**config.mk**
```make
export PLATFORM = sky130hd
export DESIGN_NAME = rle_encoder
export DESIGN_NICKNAME = d
export VERILOG_FILES = /design/src/rtl/rle_encoder.sv
export SDC_FILE = /design/constraint.sdc
export NUM_CORES = 1
export LEC_CHECK = 0
export CORE_UTILIZATION = 48
export DETAILED_ROUTE_END_ITERATION = 8
export GPL_TIMING_DRIVEN = 0
export PLACE_DENSITY_LB_ADDON = 0.2
export RECOVER_POWER = 25
export SYNTH_ARGS = -nofsm -noshare
export SYNTH_HDL_FRONTEND = slang
export SYNTH_SLANG_ARGS = --single-unit
```
**constraint.sdc**
```tcl
create_clock -name i_clk -period 3.36 [get_ports i_clk]
set_clock_uncertainty 0.05 [all_clocks]
set_input_delay 0.84 -clock i_clk [delete_from_list [all_inputs] [get_ports i_clk]]
set_output_delay 0.84 -clock i_clk [all_outputs]
set_load 0.05 [all_outputs]
```
**src/rtl/rle_encoder.sv**
```systemverilog
// JPEG-baseline run-length coder for zigzag-ordered 8x8 blocks.
// Takes eight coefficients per word and emits one (run, value) symbol per cycle.
module rle_encoder #(
    parameter int unsigned BW = 10
) (
    input  logic            i_clk,
    input  logic            i_Reset,
    input  logic [8*BW-1:0] i_data,
    input  logic            i_valid,
    output logic            o_in_ready,
    output logic            o_valid,
    input  logic            i_out_ready,
    output logic [3:0]      o_run,
    output logic [BW-1:0]   o_value,
    output logic            o_dc,
    output logic            o_eob
);

    typedef enum logic [1:0] {StIdle, StScan, StZrl, StEob} state_e;

    state_e        r_state;
    logic [BW-1:0] r_buf [8];
    logic          r_buf_full;
    logic [2:0]    r_idx;
    logic [2:0]    r_word_cnt;
    logic [5:0]    r_zcnt;

    logic          r_valid;
    logic [3:0]    r_run;
    logic [BW-1:0] r_value;
    logic          r_dc;
    logic          r_eob;

    logic          w_adv;
    logic [BW-1:0] w_coef;
    logic          w_nz;
    logic          w_pos0;
    logic          w_last_idx;
    logic          w_last_pos;
    logic          w_to_zrl;
    logic          w_consume;
    logic          w_in_ready;
    logic          w_load;
    logic          w_buf_full_d;

    always_comb begin
        w_adv        = ~r_valid | i_out_ready;
        w_coef       = r_buf[r_idx];
        w_nz         = |w_coef;
        w_last_idx   = (r_idx == 3'd7);
        w_pos0       = (r_word_cnt == 3'd0) && (r_idx == 3'd0);
        w_last_pos   = (r_word_cnt == 3'd7) && w_last_idx;
        // A nonzero behind 16+ zeros stays in the buffer until the ZRLs drain the count.
        w_to_zrl     = (r_state == StScan) && w_adv && !w_pos0 && w_nz && (r_zcnt >= 6'd16);
        w_consume    = (r_state == StScan) && w_adv && !w_to_zrl;
        w_in_ready   = ~r_buf_full | (w_last_idx & w_consume);
        w_load       = i_valid & w_in_ready;
        w_buf_full_d = w_load | (r_buf_full & ~(w_consume & w_last_idx));
    end

    always_ff @(posedge i_clk or negedge i_Reset) begin
        if (!i_Reset) begin
            r_state    <= StIdle;
            for (int k = 0; k < 8; k++) begin
                r_buf[k] <= '0;
            end
            r_buf_full <= 1'b0;
            r_idx      <= 3'd0;
            r_word_cnt <= 3'd0;
            r_zcnt     <= 6'd0;
            r_valid    <= 1'b0;
            r_run      <= 4'd0;
            r_value    <= '0;
            r_dc       <= 1'b0;
            r_eob      <= 1'b0;
        end else begin
            if (w_load) begin
                for (int k = 0; k < 8; k++) begin
                    r_buf[k] <= i_data[(7-k)*BW +: BW];
                end
                r_idx <= 3'd0;
            end else if (w_consume) begin
                r_idx <= r_idx + 3'd1;
            end
            r_buf_full <= w_buf_full_d;

            if (w_consume && w_last_idx) begin
                r_word_cnt <= r_word_cnt + 3'd1;
            end

            // An accepted symbol drops unless a new one is emitted below.
            if (r_valid && i_out_ready) begin
                r_valid <= 1'b0;
            end

            unique case (r_state)
                StIdle: begin
                    if (w_load) begin
                        r_state <= StScan;
                    end
                end

                StScan: begin
                    if (w_to_zrl) begin
                        r_state <= StZrl;
                    end else if (w_consume) begin
                        if (w_pos0) begin
                            r_valid <= 1'b1;
                            r_run   <= 4'd0;
                            r_value <= w_coef;
                            r_dc    <= 1'b1;
                            r_eob   <= 1'b0;
                            r_zcnt  <= 6'd0;
                        end else if (!w_nz) begin
                            r_zcnt  <= r_zcnt + 6'd1;
                        end else begin
                            r_valid <= 1'b1;
                            r_run   <= r_zcnt[3:0];
                            r_value <= w_coef;
                            r_dc    <= 1'b0;
                            r_eob   <= 1'b0;
                            r_zcnt  <= 6'd0;
                        end

                        if (w_last_pos && !w_nz) begin
                            r_state <= StEob;
                        end else if (w_last_idx && !w_load) begin
                            r_state <= StIdle;
                        end
                    end
                end

                StZrl: begin
                    if (w_adv) begin
                        r_valid <= 1'b1;
                        r_run   <= 4'd15;
                        r_value <= '0;
                        r_dc    <= 1'b0;
                        r_eob   <= 1'b0;
                        r_zcnt  <= r_zcnt - 6'd16;
                        if (r_zcnt < 6'd32) begin
                            r_state <= StScan;
                        end
                    end
                end

                StEob: begin
                    if (w_adv) begin
                        r_valid <= 1'b1;
                        r_run   <= 4'd0;
                        r_value <= '0;
                        r_dc    <= 1'b0;
                        r_eob   <= 1'b1;
                        r_zcnt  <= 6'd0;
                        r_state <= w_buf_full_d ? StScan : StIdle;
                    end
                end

                default: r_state <= StIdle;
            endcase
        end
    end

    assign o_in_ready = w_in_ready;
    assign o_valid    = r_valid;
    assign o_run      = r_run;
    assign o_value    = r_value;
    assign o_dc       = r_dc;
    assign o_eob      = r_eob;

endmodule
```
Word-level counts from Yosys, hierarchy flattened
Cells that the tools add are included.
W data, S select, Z words.

operators by class
  add/subtract/negate cells = 4
  magnitude comparators = 3
  eq/ne operators = 15
  mux-type cells = 53
  bitwise logic cells = 10
  reductions and logical operators = 27

operators with widths
  operator               number
  $mux W10               7
  $mux W6                6
  $bmux W10 S3           1
  $mux W4                6
  $pmux W10 S2           1
  $pmux W6 S3            1
  $mux W1                16
  $mux W2                8
  $ne A2 B2 Y1 const B   6
  $pmux W4 S3            1
  $reduce_and A6 Y1      2
  $logic_and A1 B1 Y1    11
  $reduce_and A5 Y1      2
  $reduce_or A10 Y1      1
  $pmux W2 S4            1
  $add A3 B1 Y3 const B  2
  $add A6 B1 Y6 const B  1
  $eq A3 B3 Y1 const B   2
  $ge A6 B5 Y1 const B   1
  $logic_not A3 Y1       2
  $lt A6 B6 Y1 const B   1
  $mux W3                2
  $ne A3 B3 Y1 const B   2
  $sub A6 B5 Y6 const B  1
  other kinds (16)       28

storage, ports and cells
  register bits after elaboration = 112
  input bits = 84
  word-level logic and storage cells = 130

Longest topological paths before layout
Gate-level depths: netlist (run 1).

  depth after elaboration = 19
  mapped depth = 12
  gate-level depth less buffers = 8

Least setup slack after synthesis (run 1)
Ideal clock, no wire load.

  path kind = reg-to-output
  start point = register r_idx[0]
  end point = output port o_in_ready
  data arrival time = 3.401 ns
  required time = 2.470 ns
  setup slack = -0.931 ns
  cell stages (with the launch flop) = 9
  path buffers = 3
  cells stage by stage = dfrtp_1 -> buf_6 -> buf_8 -> buf_2 -> mux4_2 -> mux2_2 -> nor3b_4 -> a21oi_1 -> o21ai_0

between the ends
  cells in the longest elaborated chain, start to end = 11

RTL lines
  what                                         line  source
  start, declared                              24    logic [2:0] r_idx;
  start signal, assigned                       83    r_idx <= r_idx + 3'd1;
  $not A3 Y4 (not written as such)             48    w_coef = r_buf[r_idx];
  $bmux W10 S3                                 48
  $mux W10 (not written as such) (2 in a row)  48
  $reduce_or A10 Y1                            49    w_nz = |w_coef;
  $logic_and A1 B1 Y1 (2 in a row)             54    w_to_zrl = (r_state == StScan) && w_adv && !w_pos0 && w_nz && (r_zcnt >= 6'd16);
  $logic_not A1 Y1                             55    w_consume = (r_state == StScan) && w_adv && !w_to_zrl;
  $logic_and A1 B1 Y1                          55
  $and A1 B1 Y1 *                              56    w_in_ready = ~r_buf_full | (w_last_idx & w_consume);
  $or A1 B1 Y1 *                               56
  end, declared                                10    output logic o_in_ready,

Every way passes the cells marked *; elsewhere a longest branch is shown, timed or not. The select of a mux whose other input is x is not followed.

Worst setup path after layout (run 1)
Same ends and word-level chain as after synthesis.

==> results.md, run 1 <==
* Violated checks: design-rule violations, max-capacitance violations, max-slew violations, negative setup slack
* PwrDens at between 700 and 800 nW/um^2
* FP Rows at 39
* Chip width at 111.5 um
* Post-synth top flop: dfrtp_1
* Outcome: complete, but fails checks
* DR pass1 iterations at 9
* Initial antenna violation count at 0
* First-pass GRT wire length at ~22000 um
* Fmax at 271.2 MHz
* Main area contributors after synthesis: dfrtp_1 (49%), mux2_4 (17%), mux4_2 (5.5%), mux2_2 (4.3%), buf_12 (2.8%)
* Diode count at 0
* Nets at 624
* Die ar. at 12440 um^2
* FF-to-FF path depth at 12
* DIE HEIGHT at about 110 um
* Synth Area in Compound Gates at about 8.5%
* Gpl congestion at around 0.85
* Synth cell types at 52
* Grt ovf at 0
* Simple-Gate Fraction of Synth Area at under 10%
* Io pins at 102
* Mapped cell area at 5757 um^2
* Synth Area in Adders at under 10%
* Syn_nets at 493
* CTS Hold Bufs at 0
* Async SR Flop Fraction at 100.0%
* Total CTS buffers at 9
* CP startpoint: r_idx[0]$_DFFE_PN0P_
* WL final at roughly 13000 um
* Syn avg cell area at 14.36 um^2
* WS Path Type: reg2out
* VDD IR-drop max at 0.4121 mV
* Synth top area share at 48.69%
* Worst-path clk slew at 70 ps
* Min cycle time layout at 3688 ps
* CTS tree: built
* Crit path to: o_in_ready
* Vias in the first global route at 4075
* Worst setup margin at -327.5 ps
* Ys Warns at 0
* Root Buffer Master: clkbuf_16
* Max Cap Violations at 1
* Final worst-path cycle share at 109.7%
* Post-synthesis mux area share at 30.52%
* Finished Layout Cells at 679
* Post-synthesis xor/xnor area fraction at 0.1521%
* Worst r2r src: r_idx[0]$_DFFE_PN0P_
* CP Launch Type: register
* Sinks on Clock Net at 112
* Initial Util at 49.78%
* Core Area at around 12000 um^2
* Worst Path Arrival at ~2800 ps
* HPWL Detailed at 9472 um
* Place WS at -1274 ps
* Hold_sp: o_run[2]$_DFFE_PN0P_
* LEAKAGE at 3.313 nW
* Share of cells above drive strength 1 at 32.28%
* Area Overhead vs Synth at 30.54%
* Final Max Slew Viols at 41
* Placed cell count at between 600 and 700
* Pin count of the biggest net entering global routing at 74
* Reg2Reg Setup Slack at -30 ps
* Post-synth EDFFs at 0
* Most numerous cell in the Yosys netlist: dfrtp_1
* Main combinational cell family by area after synthesis: multiplexers
* Sequential cell area fraction in the yosys report at 48.69%
* RSZ-0062 raised after global routing: yes
* Drt drc at 6
* Setup violations, final at 64
* Post-route ant nets at 0
* Setup TNS at -1576 ps
* Leading area contributor after synthesis: dfrtp_1
* # H-tree levels at 3
* HP Class: reg2reg
* Initial DRC Count at 179
* DR WL/cell at 19.79 um
* Critical Path Sink Type: primary output
* Via count at 3864
* Syn Inst Count at 401
* Utilization after layout at 64.98%
* Total Power at 5.877 mW
* Required time of the critical path at 2470 ps
* Worst Path Max Fanout at 4
* Top post-synthesis cells by count: dfrtp_1 (112), mux2_4 (67), nand2_1 (33), o21ai_0 (26), mux2_2 (22)
* Reg2Reg Capture Point: r_buf[36]$_DFFE_PN0P_
* Clk_lat worst skew at 350 ps
* Gr usage total at between 20 and 25%
* Final hold viol count at 0
* Worst hold slack at 449.4 ps
* Vias per inst at 5.691
* Slew headroom at -42.27%
* FF+latch count, synth at 112
* Max Root-Sink Buffers at 2
* # port buffers at 101
* Dpl cell area at around 7000 um^2
* Design Area, Final at 7515 um^2
* Worst-Margin Slew at between 2000 and 2500 ps
flip-flops by register name (all words and copies together), names as in the netlist:
signal / count
o_run: 4
r_state: 2
r_buf_full: 1
r_zcnt: 6
r_idx: 3
r_word_cnt: 3
o_eob: 1
r_buf: 80
o_value: 10
o_valid: 1
o_dc: 1
power breakdown:
part	switching (mW)	total, mW	internal (mW)
sequential	0.284	2.06	1.77
combinational	1.31	2.76	1.45
clock	0.491	1.07	0.575
total	2.08	5.88	3.79
worst max-delay path: stages (launching register included):
cell and delay (ps):
dfrtp_1 400, buf_6 150, buf_12 120, mux4_2 490
mux2_4 310, nor4_4 270, nor3b_4 280, a21oi_4 100
o21ai_4 160, buf_6 180
how the worst min path moves through the flow:
stage                            end  cells past startpoint
2_1_floorplan  r_buf[14]$_DFFE_PN0P_                      1
3_3_place_gp    o_run[2]$_DFFE_PN0P_                      1
6_report        o_run[2]$_DFFE_PN0P_                      1
4_1_cts        r_buf[69]$_DFFE_PN0P_                      1
3_5_place_dp    o_run[2]$_DFFE_PN0P_                      1
5_1_grt        r_buf[69]$_DFFE_PN0P_                      1
kinds of logic after synthesis:
| logic type | after synthesis |
|---|---|
| AOI/OAI and AO/OA | 73 |
| muxes | 112 |
| and+or+nand+nor | 62 |
| xor gates and xnor gates | 1 |
| adders and majority gates | 8 |
| buffers and inverters | 33 |
| DFF | 112 |
area by class of cell:
type,instances,area (um^2)
clock inverters,5,58.81
inverters,11,41.29
repair buffers,120,1216
fillers,885,4050
flip-flops and latches,112,2803
plain buffers,22,264.0
multi-input cells,256,2724
well taps,143,178.9
clock buffers,10,229.0
layer usage:
| metal | part of all wire (%) | global-route usage (%) |
|---|---|---|
| met5 | 0 | 0 |
| met4 | 1.4 | 7.838 |
| met3 | 4.1 | 2.885 |
| met2 | 49 | 37.46 |
| met1 | 45 | 32.38 |
cells in the final DEF (no fill, tap or decap), types with 2 or more instances in the layout:
| cell | netlist | final |
|---|---|---|
| dfrtp_1 | 112 | 112 |
| clkdlybuf4s50_1 | 0 | 99 |
| mux2_4 | 67 | 71 |
| nand2_1 | 33 | 30 |
| o21ai_0 | 26 | 25 |
| mux4_2 | 14 | 19 |
| mux2_2 | 22 | 18 |
| buf_4 | 1 | 17 |
| a22oi_1 | 12 | 12 |
| clkbuf_16 | 0 | 11 |
| buf_12 | 8 | 10 |
| inv_1 | 10 | 10 |
| a21oi_1 | 11 | 10 |
| clkbuf_1 | 7 | 9 |
| ha_1 | 8 | 8 |
| nor2_1 | 7 | 7 |
| nand3_1 | 6 | 6 |
| a31oi_1 | 4 | 4 |
| a21o_1 | 4 | 4 |
| buf_6 | 1 | 3 |
| nand2_2 | 0 | 3 |
| nand2b_1 | 3 | 3 |
| mux2i_1 | 3 | 3 |
| nor4_4 | 1 | 2 |
| o22ai_1 | 2 | 2 |
| and3_1 | 2 | 2 |
| o2bb2ai_1 | 2 | 2 |
| clkinvlp_4 | 0 | 2 |
what timing repair did:
item,4_1_cts,5_1_grt
buffers inserted,12,4
endpoints found under the setup margin,107,93
cloned,1,2
resized for setup,24,2
pin swaps,8,3
hold endpoints to repair,0,0
No activity file was read; power rests on OpenSTA's default activity.
==> run 2, diff against run 1 <==
--- a/config.mk
+++ b/config.mk
@@ -5,7 +5,8 @@
 export SDC_FILE = /design/constraint.sdc
 export NUM_CORES = 1
 export LEC_CHECK = 0
-export CORE_UTILIZATION = 48
+export CORE_UTILIZATION = 50
+export CTS_BUF_LIST = sky130_fd_sc_hd__clkbuf_4
 export DETAILED_ROUTE_END_ITERATION = 8
 export GPL_TIMING_DRIVEN = 0
 export PLACE_DENSITY_LB_ADDON = 0.2
@@ -13,3 +14,4 @@
 export SYNTH_ARGS = -nofsm -noshare
 export SYNTH_HDL_FRONTEND = slang
 export SYNTH_SLANG_ARGS = --single-unit
+export TNS_END_PERCENT = 5
==> run 2 against run 1 <==
Net effect: the flow finishes with violations (negative setup slack); sequential share of layout area rose by 0.29 points; hold slack better by 13 ps; power decreased by 6.6%; design area is 0.72% lower; register-to-register slack got worse by 80 ps; critical endpoint unchanged.
==> results.md, run 2 (synthesis gave the netlist of run 1 again) <==
* DR pass1 iterations at 5 (-4)
* Drt drc at 0 (-6)
* FP Rows at 38 (-2.6%)
* Largest reg by FF count: r_buf
* RSZ-0062 raised after global routing: yes
* Final worst-path cycle share at 114.4% (+4.6 points)
* Vias per inst at 5.668 (-0.41%)
* Pin count of the biggest net entering global routing at 66 (-11%)
* CTS tree: built
* Reg2Reg Setup Slack at -110 ps (-80 ps)
* CP Launch Type: register
* Area Overhead vs Synth at 29.60%
* Fmax at 260.2 MHz (-4.1%)
* Max Root-Sink Buffers at 2 (unchanged)
* PwrDens at 735.8 nW/um^2 (-5.9%)
* Hold_sp: o_run[2]$_DFFE_PN0P_
* Sinks on Clock Net at 112 (unchanged)
* Most frequent cells in the layout: dfrtp_1 (111), clkdlybuf4s50_1 (99), mux2_4 (72)
* Worst-path clk slew at 150 ps (+80 ps)
* Clk_lat worst skew at 470 ps (+120 ps)
* # H-tree levels at 3 (unchanged)
* VDD IR-drop max at 0.5602 mV (+36%)
* Worst hold slack at 462.3 ps (+12.90 ps)
* Gr usage total at 23.28% (+0.17 points)
* Worst Path Arrival at 2950 ps (+150 ps)
* Gpl congestion at 0.8540 (about the same)
* WL final at 13310 um (-0.95%)
* Outcome: complete, but fails checks
* # port buffers at 101 (unchanged)
* Slew headroom at 16.04% (+58 points)
* Most common cell after layout, fill and taps aside: dfrtp_1
* HP Class: reg2reg
* Final hold viol count at 0 (unchanged)
* LEAKAGE at 3.310 nW (about the same)
* WS Path Type: reg2out
* Root Buffer Master: clkbuf_4
* Die ar. at 11950 um^2 (-3.9%)
* Nets at 634 (+1.6%)
* Worst-Margin Slew at 1259 ps (-874.7 ps)
* Hold endpoint: o_run[2]$_DFFE_PN0P_
* Chip width at 109.3 um (-2.0%)
* Vias in the first global route at 3919 (-3.8%)
* Via count at 3888 (+0.62%)
* DIE HEIGHT at 109.3 um (-2.0%)
* Final Max Slew Viols at 0 (-100%)
* Setup violations, final at 76 (+19%)
* Worst setup margin at -483.2 ps (-155.7 ps)
* Post-route ant nets at 0 (unchanged)
* Critical Path Sink Type: primary output
* FF-to-FF path depth at 13 (+1)
* Min cycle time layout at 3843 ps (+155.7 ps)
* Max Cap Violations at 0 (-1)
* Io pins at 102 (unchanged)
* Core Area at 11030 um^2 (-4.6%)
* DR WL/cell at 19.40 um (-2.0%)
* First-pass GRT wire length at 20460 um (-6.9%)
* Diode count at 0 (unchanged)
* Initial antenna violation count at 0 (unchanged)
* Reg2Reg Capture Point: r_buf[32]$_DFFE_PN0P_
* Initial DRC Count at 202 (+13%)
* Place WS at -1285 ps (-11.24 ps)
* Largest register FFs at 80 (unchanged)
* Required time of the critical path at 2470 ps (about the same)
* Worst Path Max Fanout at 7 (+3)
* Initial Util at 52.19% (+2.4 points)
* Grt ovf at 0 (unchanged)
* HPWL Detailed at 9470 um (about the same)
* Total Power at 5.489 mW (-6.6%)
* Violated checks: negative setup slack
* Total CTS buffers at 9 (unchanged)
* Worst r2r src: r_idx[0]$_DFFE_PN0P_
* Hold Path Depth at 1 (unchanged)
* Share of cells above drive strength 1 at 34.07% (+1.8 points)
run 2: changes by cell type in the layout (fill, tap and decap cells not counted), sizes merged:
cell	before	now
clkbuf	20	24
clkinv	2	1
bufinv	1	0
buf	33	41
run 2: through the flow:
| step | instance area, um^2 | utilization [%] | instances | setup TNS [ps] |
|---|---|---|---|---|
| global route | 7461 | 67.64 | 686 | -15060 |
| CTS | 7238 | 65.62 | 670 | -988.5 |
| finish | 7461 | 67.64 | 686 | -6025 |
| detailed placement | 6993 | 63.40 | 643 | -46480 |
| floorplan | 5782 | - | 401 | -11.49 |
| global placement | 6968 | 63.17 | 642 | -356980 |
run 2: layout make-up:
class,count,area (um^2)
Fill cell,828,3570
Sequential cell,112,2804
Multi-Input combinational cell,256,2716
Timing Repair Buffer,131,1346
Buffer,21,267.8
Tap cell,140,175.2
Clock buffer,12,90.09
Inverter,11,41.29
Clock inverter,3,20.02
run 2: metal layers:
layer  vias up  GRT usage, %  wire (um)
li1       1775             -          -
met1      1967         31.30       5947
met2       124         39.04       6534
met3        22         3.972        583
met4         0         6.571        245
met5         -             0          0
run 2: critical path, stage by stage, from the launching register on:
cell and delay (ps):
dfrtp_1 400, buf_6 130, buf_12 130, mux4_2 510, mux2_4 310, nor4_4 270, nor3b_4 300, a21oi_4 110
o21ai_4 150, buf_6 170
run 2: how the worst max path moves through the flow:
stage          slack (ps)                    to  cells past startpoint            startpoint
5_1_grt              -600            o_in_ready                      9  r_idx[0]$_DFFE_PN0P_
3_5_place_dp        -1290            o_in_ready                      8  r_idx[2]$_DFFE_PN0P_
2_1_floorplan         -10            o_in_ready                      8  r_idx[0]$_DFFE_PN0P_
3_3_place_gp        -2840  r_buf[5]$_DFFE_PN0P_                      1               i_Reset
6_report             -480            o_in_ready                      9  r_idx[0]$_DFFE_PN0P_
4_1_cts              -480            o_in_ready                      9  r_idx[0]$_DFFE_PN0P_
run 2: where the power goes:
group | switching (mW) | internal (mW) | leakage [nW] | total [mW]
clock | 0.422 | 0.173 | 0.0594 | 0.595
combinational | 1.30 | 1.53 | 1.78 | 2.83
sequential | 0.297 | 1.77 | 1.47 | 2.06
total | 2.02 | 3.47 | 3.31 | 5.49
run 2: repair_timing:
item | CTS | global route
setup buffers | 12 | 15
cloned | 0 | 4
hold buffers | 0 | 0
pin swaps | 5 | 5
setup endpoints to repair | 109 | 94
gates resized for setup | 22 | 8
==> run 3, diff against run 2 <==
--- a/config.mk
+++ b/config.mk
@@ -9,6 +9,7 @@
 export CTS_BUF_LIST = sky130_fd_sc_hd__clkbuf_4
 export DETAILED_ROUTE_END_ITERATION = 8
 export GPL_TIMING_DRIVEN = 0
+export MAX_ROUTING_LAYER = met4
 export PLACE_DENSITY_LB_ADDON = 0.2
 export RECOVER_POWER = 25
 export SYNTH_ARGS = -nofsm -noshare
==> constraint.sdc (replaced) <==
create_clock -name i_clk -period 3.36 [get_ports i_clk]
set_clock_uncertainty 0.05 [all_clocks]
set_input_delay 0.672 -clock i_clk [delete_from_list [all_inputs] [get_ports i_clk]]
set_output_delay 0.672 -clock i_clk [all_outputs]
set_load 0.05 [all_outputs]
==> run 3 against run 2 <==
Net effect: the run still ends with negative setup slack left; via count is 0.93% lower; setup slack gained 220 ps; global-route usage grew 1.2 points; first-iteration DRC count down 14%; critical path depth is the same; flip-flop and latch count is the same; power is 2.7% lower; largest cell class unchanged.
==> results.md, run 3 (synthesis gave the netlist of run 1 again) <==
* Clk_lat worst skew at 460 ps (about the same)
* PwrDens at 731.3 nW/um^2 (-0.61%)
* Initial DRC Count at 174 (-14%)
* LEAKAGE at 3.237 nW (-2.2%)
* Drt drc at 0 (unchanged)
* CP peak stage delay at 490 ps (-20 ps)
* DR WL/cell at 19.74 um (+1.7%)
* Dpl cell area at 6979 um^2 (-0.20%)
* Critical path's slowest cell: mux4_2
* CP Launch Type: register
* Setup violations, final at 38 (-50%)
* Worst r2r src: r_idx[0]$_DFFE_PN0P_
* Gr usage total at 24.44% (+1.2 points)
* Min cycle time layout at 3625 ps (-218.6 ps)
* DR pass1 iterations at 5 (unchanged)
* CP startpoint: r_idx[0]$_DFFE_PN0P_
* Worst Path Arrival at 2900 ps (-50 ps)
* Slew headroom at 6.977% (-9.1 points)
* Die ar. at 11950 um^2 (unchanged)
* Sinks on Clock Net at 112 (unchanged)
* FP Rows at 38 (unchanged)
* Comb pwr share at 49.9% (-1.7 points)
* Gpl congestion at 0.8616 (+0.89%)
* Chip width at 109.3 um (unchanged)
* Grt ovf at 0 (unchanged)
* Outcome: complete, but fails checks
* HP Class: in2async
* Final Max Slew Viols at 0 (unchanged)
* Utilization after layout at 66.22% (-1.4 points)
* HPWL Detailed at 9446 um (-0.25%)
* Worst-path clk slew at 160 ps (about the same)
* CTS Hold Bufs at 0 (unchanged)
* Root Buffer Master: clkbuf_4
* Design Area, Final at 7305 um^2 (-2.1%)
* Diode count at 0 (unchanged)
* Max Cap Violations at 0 (unchanged)
* Reg2Reg Setup Slack at -20 ps (+90 ps)
* Via count at 3852 (-0.93%)
* Worst Path Max Fanout at 4 (-3)
* Largest reg by FF count: r_buf
* Max Root-Sink Buffers at 2 (unchanged)
* Net Switching at 1.988 mW (-1.4%)
* CTS tree: built
* Pin count of the biggest net entering global routing at 61 (-7.6%)
* Fmax at 275.9 MHz (+6.0%)
* CP most frequent cell: buf_6
* Switching portion of total power at 37.22% (+0.48 points)
* # port buffers at 101 (unchanged)
* Core Area at 11030 um^2 (unchanged)
* Vias in the first global route at 4000 (+2.1%)
* WS Path Type: reg2out
* Io pins at 102 (unchanged)
* Clk pwr share at 11.8% (+1.0 points)
* Final worst-path cycle share at 107.9% (-6.5 points)
* Required time of the critical path at 2640 ps (+170 ps)
* Nets at 621 (-2.1%)
* Vias per inst at 5.732 (+1.1%)
* Final hold viol count at 0 (unchanged)
* Share of cells above drive strength 1 at 30.83% (-3.2 points)
* RSZ-0062 raised after global routing: yes
* DIE HEIGHT at 109.3 um (unchanged)
* Worst-Margin Slew at 1395 ps (+136.0 ps)
* Total Power at 5.342 mW (-2.7%)
* Placed cell count at 643 (unchanged)
* Worst setup margin at -264.6 ps (+218.6 ps)
* Total CTS buffers at 9 (unchanged)
* Most common cell after layout, fill and taps aside: dfrtp_1
* Most frequent cells in the layout: dfrtp_1 (111), clkdlybuf4s50_1 (99), mux2_4 (70)
* First-pass GRT wire length at 20850 um (+1.9%)
* Finished Layout Cells at 672 (-2.0%)
* Pint at 3.354 mW (-3.4%)
* Largest register FFs at 80 (unchanged)
* # H-tree levels at 3 (unchanged)
* Initial Util at 52.19% (unchanged)
* Initial antenna violation count at 0 (unchanged)
* WL final at 13270 um (-0.34%)
* Critical path, cell by cell: buf_6 -> buf_4 -> mux4_2 -> mux2_4 -> nor4_4 -> nor3b_4 -> a21oi_4 -> o21ai_4 -> buf_6
* Area Overhead vs Synth at 26.89%
* Critical Path Sink Type: primary output
* Violated checks: negative setup slack
* VDD IR-drop max at 0.5323 mV (-5.0%)
* Sequential power share at 38.3% (+0.7 points)
* Post-route ant nets at 0 (unchanged)
[run 3: changes by cell type in the layout (fill, tap and decap cells not counted), moves of 2 or more]
cell       before  now
buf_6           6    2
mux4_2         19   16
mux2_4         72   70
mux2_2         17   19
clkinv_1        0    2
buf_12         11    9
clkbuf_4       13    9
nand2_2         2    0
nand2_1        31   33
buf_4          23   16
mux4_1          1    4
clkbuf_16       4    2
[run 3: path summary, 6_finish.rpt]
check	end	cells past startpoint
max	o_in_ready	9
min	r_buf[19]$_DFFE_PN0P_	1
max reg2reg	r_buf[58]$_DFFE_PN0P_	12
min reg2reg	o_run[2]$_DFFE_PN0P_	1
max in group asynchronous	r_idx[2]$_DFFE_PN0P_	2
min in group i_clk	o_run[2]$_DFFE_PN0P_	1
[run 3: critical path, delay by kind of cell (launching register included)]
kind	cells	cell delay (ps)
muxes	2	790
and+or+nand+nor	2	560
buffers and inverters	3	430
DFF	1	390
AOI/OAI and AO/OA	2	270
[run 3: through the flow]
step                      hold slack (ps)  TNS (ps)  setup WS (ps)
after floorplan                     326.4         0          15.21
after global placement              412.8   -330080          -2644
after detailed placement            438.8    -41080          -1222
after CTS                           178.7    -375.0         -288.3
after global routing                485.1     -6179         -364.7
final                               458.1    -528.0         -264.6
[run 3: power groups by stage]
stage / clock, mW / sequential [mW] / combinational, mW
5_1_grt: 0.696 / 2.10 / 2.84
6_report: 0.631 / 2.05 / 2.67
2_1_floorplan: 0 / 2.25 / 1.50
4_1_cts: 0.652 / 2.04 / 2.58
3_3_place_gp: 0 / 2.04 / 2.34
3_5_place_dp: 0 / 2.07 / 2.39
[run 3: layer usage]
metal  up-vias  GRT usage (%)  wire length, um
met5         -              -                0
met4         0          6.381              193
met3        15          4.742              699
met2       151          39.22             6524
met1      1942          32.08             5847
li1       1744              -                -
[run 3: what timing repair did]
| item | 4_1_cts | 5_1_grt |
|---|---|---|
| buffers inserted | 9 | 5 |
| endpoints found under the setup margin | 108 | 93 |
| resized for setup | 21 | 4 |
| endpoints found under the hold margin | 0 | 0 |
| pin swaps | 3 | 3 |
| cloned | 0 | 2 |
[run 3: cell type report]
class                      instances  area (um^2)
buffer                            22        260.3
clock buffer                       9        67.56
clock inverter                     5        50.05
fill                             835         3726
inverter                          11        41.29
multi-input combinational        256         2724
sequential                       112         2804
tap                              140        175.2
timing repair buffer             117         1182
